## src/rtl/sequence_monitor.sv

```systemverilog
// Downstream checker for the period-7 pattern 1,6,5,7,3,2,4: acquires alignment on a 1,
// locks after LOCK_PERIODS clean periods, then flags breaks and counts periods/errors.
module sequence_monitor #(
    parameter int unsigned LOCK_PERIODS = 2,
    parameter int unsigned CNT_W        = 8
) (
    input  logic             clk,
    input  logic             rst,
    input  logic [2:0]       din,
    input  logic             din_valid,
    input  logic             cnt_clr,
    output logic             locked,
    output logic [2:0]       expected,
    output logic             period_done,
    output logic             err,
    output logic [CNT_W-1:0] period_cnt,
    output logic [CNT_W-1:0] err_cnt
);

    typedef enum logic [1:0] {
        ST_SEARCH  = 2'd0,
        ST_ACQUIRE = 2'd1,
        ST_LOCKED  = 2'd2
    } state_t;

    localparam logic [3:0]       LOCK_GOAL = 4'(LOCK_PERIODS);
    localparam logic [CNT_W-1:0] CNT_MAX   = {CNT_W{1'b1}};
    localparam logic [CNT_W-1:0] CNT_ONE   = CNT_W'(1);

    function automatic logic [2:0] pattern_at(input logic [2:0] i);
        logic [2:0] v;
        case (i)
            3'd0:    v = 3'd1;
            3'd1:    v = 3'd6;
            3'd2:    v = 3'd5;
            3'd3:    v = 3'd7;
            3'd4:    v = 3'd3;
            3'd5:    v = 3'd2;
            3'd6:    v = 3'd4;
            default: v = 3'd1;
        endcase
        return v;
    endfunction

    state_t     state_r;
    logic [2:0] idx_r;
    logic [3:0] good_r;

    logic       match_s;
    logic       last_s;
    logic       is_one_s;
    logic [2:0] idx_inc_s;
    logic [3:0] good_inc_s;
    logic       period_inc_s;
    logic       err_inc_s;

    // Compare the sample against the current pattern slot and derive the count events.
    always_comb begin
        match_s      = (din == pattern_at(idx_r));
        last_s       = (idx_r == 3'd6);
        is_one_s     = (din == 3'd1);
        idx_inc_s    = last_s ? 3'd0 : (idx_r + 3'd1);
        good_inc_s   = good_r + 4'd1;
        period_inc_s = din_valid && (state_r == ST_LOCKED) && match_s && last_s;
        err_inc_s    = din_valid && (state_r == ST_LOCKED) && !match_s;
    end

    // Alignment FSM; expected is loaded with the slot the next sample must hit.
    always_ff @(posedge clk) begin
        if (rst) begin
            state_r     <= ST_SEARCH;
            idx_r       <= 3'd0;
            good_r      <= 4'd0;
            locked      <= 1'b0;
            expected    <= 3'd1;
            period_done <= 1'b0;
            err         <= 1'b0;
        end else begin
            period_done <= period_inc_s;
            err         <= err_inc_s;
            if (din_valid) begin
                case (state_r)
                    ST_SEARCH: begin
                        if (is_one_s) begin
                            state_r  <= ST_ACQUIRE;
                            idx_r    <= 3'd1;
                            good_r   <= 4'd0;
                            expected <= pattern_at(3'd1);
                        end else begin
                            expected <= 3'd1;
                        end
                        locked <= 1'b0;
                    end
                    ST_ACQUIRE: begin
                        if (match_s) begin
                            idx_r    <= idx_inc_s;
                            expected <= pattern_at(idx_inc_s);
                            if (last_s && (good_inc_s == LOCK_GOAL)) begin
                                state_r <= ST_LOCKED;
                                good_r  <= 4'd0;
                                locked  <= 1'b1;
                            end else if (last_s) begin
                                good_r  <= good_inc_s;
                            end else begin
                                good_r  <= good_r;
                            end
                        end else if (is_one_s) begin
                            // A stray 1 restarts alignment rather than abandoning it.
                            idx_r    <= 3'd1;
                            good_r   <= 4'd0;
                            expected <= pattern_at(3'd1);
                        end else begin
                            state_r  <= ST_SEARCH;
                            idx_r    <= 3'd0;
                            good_r   <= 4'd0;
                            expected <= 3'd1;
                        end
                    end
                    ST_LOCKED: begin
                        if (match_s) begin
                            idx_r    <= idx_inc_s;
                            expected <= pattern_at(idx_inc_s);
                        end else if (is_one_s) begin
                            state_r  <= ST_ACQUIRE;
                            idx_r    <= 3'd1;
                            good_r   <= 4'd0;
                            locked   <= 1'b0;
                            expected <= pattern_at(3'd1);
                        end else begin
                            state_r  <= ST_SEARCH;
                            idx_r    <= 3'd0;
                            good_r   <= 4'd0;
                            locked   <= 1'b0;
                            expected <= 3'd1;
                        end
                    end
                    default: begin
                        state_r  <= ST_SEARCH;
                        idx_r    <= 3'd0;
                        good_r   <= 4'd0;
                        locked   <= 1'b0;
                        expected <= 3'd1;
                    end
                endcase
            end else begin
                state_r <= state_r;
                idx_r   <= idx_r;
                good_r  <= good_r;
            end
        end
    end

    // Saturating status counters; a clear wins over a same-cycle increment.
    always_ff @(posedge clk) begin
        if (rst) begin
            period_cnt <= '0;
            err_cnt    <= '0;
        end else if (cnt_clr) begin
            period_cnt <= '0;
            err_cnt    <= '0;
        end else begin
            if (period_inc_s && (period_cnt != CNT_MAX)) begin
                period_cnt <= period_cnt + CNT_ONE;
            end else begin
                period_cnt <= period_cnt;
            end
            if (err_inc_s && (err_cnt != CNT_MAX)) begin
                err_cnt <= err_cnt + CNT_ONE;
            end else begin
                err_cnt <= err_cnt;
            end
        end
    end

endmodule

```

## config.mk

```make
export PLATFORM = sky130hd
export DESIGN_NAME = sequence_monitor
export DESIGN_NICKNAME = d
export VERILOG_FILES = /design/src/rtl/sequence_monitor.sv
export SDC_FILE = /design/constraint.sdc
export NUM_CORES = 1
export LEC_CHECK = 0
export ABC_AREA = 0
export CELL_PAD_IN_SITES_DETAIL_PLACEMENT = 1
export CELL_PAD_IN_SITES_GLOBAL_PLACEMENT = 2
export CORE_MARGIN = 8
export CORE_UTILIZATION = 28
export CTS_CLUSTER_SIZE = 40
export DETAILED_ROUTE_END_ITERATION = 6
export GPL_TIMING_DRIVEN = 0
export PLACE_DENSITY_LB_ADDON = 0.25
export SLEW_MARGIN = 15
export SYNTH_ARGS = -nofsm -noshare
export SYNTH_HDL_FRONTEND = slang
export SYNTH_SLANG_ARGS = --single-unit
export TNS_END_PERCENT = 100
```

## constraint.sdc

```tcl
create_clock -name clk -period 2.1 [get_ports clk]
set_input_delay 0.42 -clock clk [delete_from_list [all_inputs] [get_ports clk]]
set_output_delay 0.42 -clock clk [all_outputs]
set_load 0.03 [all_outputs]
```

==> metrics <==
Synth-to-Final Area Change=40.88%; synthesized area=about 0.0018 mm2; vias after detailed routing=between 1500 and 2000; first-pass GRT wire length=around 9500 um; initial DRC count=44; io pins=29; CTS H-tree depth=2; Syn Nets=244; Mapped Cells=229; PortBufs=25; Die ar.=between 0.009 and 0.01 mm2; TritonCTS clock tree=yes; Syn. warnings=0; buffers and inverters on the worst path=1; Final min period=approximately 2.2 ns; vias in the first global route=between 1500 and 2000; initial antenna violation count=0; Die Y=97.19 um; total global routing overflow=0; hold endpoint=good_r[3]; drt drc=0; Core Region=0.006350 mm2; Leak=around 0.86 nW; Setup WS post-layout=-0.07961 ns; top cells by area, synth=dfxtp_1, a21oi_1, ha_1; synth unique cells=45; crit end category=register; critical path required time=between 2 and 2.5 ns; DP Worst Slack=-0.9606 ns; First-pass DRT Iterations=4; # diodes=0; Hold Fails Final Rpt=0; Synth Area per Inst=about 8.1 um2; Post-DRT Antenna Nets=0; EDFF count, synth=0; Worst R2R Path Depth=7; Post-Route WL=5810 um; Yosys top cell by area=dfxtp_1; fillcell total=~740; most frequent cells in the layout=dfxtp_1, clkdlybuf4s50_1, nand2_1; worst vdd ir=~0.23 mV; RSZ-0062 raised after global routing=yes; Hold-fix buffers, CTS=0; fin. max-slew vios=0; Tot Pwr=approximately 1.4 mW; Worst path max stage delay=around 0.58 ns; Clock transition at path regs=0.07 ns; Global Route Usage Sum=between 10% and 20%; CP delay by family, top=simple AND/OR/NAND/NOR gates; most used flip-flop cell after synthesis=dfxtp_1; maximum achievable frequency=about 0.46 GHz; maximum buffer depth of the clock tree=2; CTS Root Cell=clkbuf_8; Setup CP Type=register to register; Via density=5.433; Reg-to-Reg End=err_cnt[5]; clock sink total=31; Final #Nets=a little under 300; max-slew headroom at the worst pin=roughly two thirds; detailed placement HPWL=between 4000 and 5000 um; r2r setup slk=-0.08 ns; status=complete, but fails checks; worst slew pin tran=between 0.5 and 0.6 ns; wire length per cell after detailed routing=16.46 um; asr flop ratio synth=0%; CTS Buf Count=5; max_cap viols=0; Placer Congestion=about 0.76; pin count of the biggest net entering global routing=11; Pwr Density=537.0 mW/mm2; Worst Path Arrival=about 2.4 ns; failing checks=negative setup slack; Hold Path Depth=2; Yosys top cell area share=between 30% and 40%; clk_lat worst skew=between 0.2 and 0.3 ns; crit start category=register; Yosys reg bits=31; post-synthesis sequential area ratio=33.63%; Critical R2R Launch=idx_r[2]; initial cell density of the core=around 29%; commonest non-fill, non-tap cell in the layout=dfxtp_1; share of layout cells above drive strength 1=21.38%; hold path start=good_r[3]; period utilisation layout=103.8%; worst clock skew=between 0.004 and 0.005 ns; CP Max Fanout=7; worst min path class=register to register; Rows=29; width of the die=between 90 and 100 um; Worst path slowest cell=or4_4; CP cell instances=buf_6 -> nand2_4 -> nor3_4 -> or4_4 -> a211o_1 -> or4_1 -> a21oi_2; Final setup viols=7
logic make-up after synthesis:
family	after synthesis	synth area share (%)
buffers and inverters	22	5.288
adder cells (fa/ha/maj)	8	5.424
flip-flops	31	33.63
AND/OR/NAND/NOR	98	29.97
AO/OA/AOI/OAI	60	20.61
XOR/XNOR	6	2.847
multiplexers	4	2.237
layout make-up:
class	instances	area, um2	share of cell area (%)
timing repair buffer	39	361.6	13.91
tap	77	96.34	3.705
sequential	31	623.1	23.97
clock inverter	2	35.03	1.347
clock buffer	6	82.58	3.176
inverter	11	41.29	1.588
multi-input combinational	176	1281	49.28
buffer	11	78.83	3.032
synth_stat cells, types with 2 or more instances:
library cell  number
o21ai_0           12
nor2_1            13
a31oi_1            3
nand2b_1           4
ha_1               8
nand2_1           21
inv_1             11
or4_1              9
o31ai_1            6
nand4_1            5
dfxtp_1           31
or3_1              7
o211ai_1           5
and4_1             2
xor2_1             2
nor3_1             7
xnor2_1            4
nor4_1             3
clkbuf_1           5
a21oi_1           20
a211oi_1           2
nor2b_1            7
a41oi_1            4
nand3_1           13
buf_2              3
mux2i_1            3
registers in the layout, summed over array words and instances (netlist names), 2 cells and up:
signal and cells:
err_cnt 8, expected 3, good_r 4, idx_r 3
period_cnt 8, state_r 2
how the worst max path moves through the flow:
stage                 end  cells after the start  startpoint
2_1_floorplan  err_cnt[7]                      7      din[0]
3_3_place_gp    good_r[1]                      7      din[2]
3_5_place_dp    good_r[1]                      7      din[2]
4_1_cts         good_r[1]                      7    idx_r[2]
5_1_grt        err_cnt[7]                      8    idx_r[2]
6_report       err_cnt[5]                      7    idx_r[2]
power breakdown:
part | leakage [nW] | total, mW | switching (mW) | internal, mW
sequential | 0.251 | 0.595 | 0.00319 | 0.592
clock | 0.0612 | 0.634 | 0.250 | 0.384
combinational | 0.546 | 0.167 | 0.102 | 0.0649
total | 0.858 | 1.40 | 0.355 | 1.04
through the flow:
step | hold WS [ns] | area (um2) | utilization (%) | setup TNS [ns] | instances
6_report | 0.4649 | 2600 | 40.95 | -0.3422 | 353
3_3_place_gp | 0.4529 | 2233 | 35.17 | -18.69 | 331
2_1_floorplan | 0.4436 | 1887 | - | -0.3413 | 229
5_1_grt | 0.4925 | 2600 | 40.95 | -1.182 | 353
3_5_place_dp | 0.4623 | 2233 | 35.17 | -18.57 | 331
4_1_cts | 0.4726 | 2486 | 39.15 | -0.5338 | 350
repair_timing:
action	4_1_cts	5_1_grt
buffers inserted	11	3
resized for setup	17	23
pin swaps	3	2
cloned	0	0
endpoints found under the setup margin	30	23
worst reg2reg max path, cell delays in order (launching register included):
cell	delay, ns
dfxtp_2	0.33
buf_6	0.14
nand2_4	0.08
nor3_4	0.04
or4_4	0.58
a211o_1	0.32
or4_1	0.49
a21oi_2	0.13
layer usage:
metal | global-route usage [%] | part of all wire, %
met1 | 15.17 | 48
met2 | 19.22 | 48
met3 | 2.632 | 3.4
met4 | 3.550 | 0.72
met5 | 0 | 0
(Power assumes the default switching activity.)
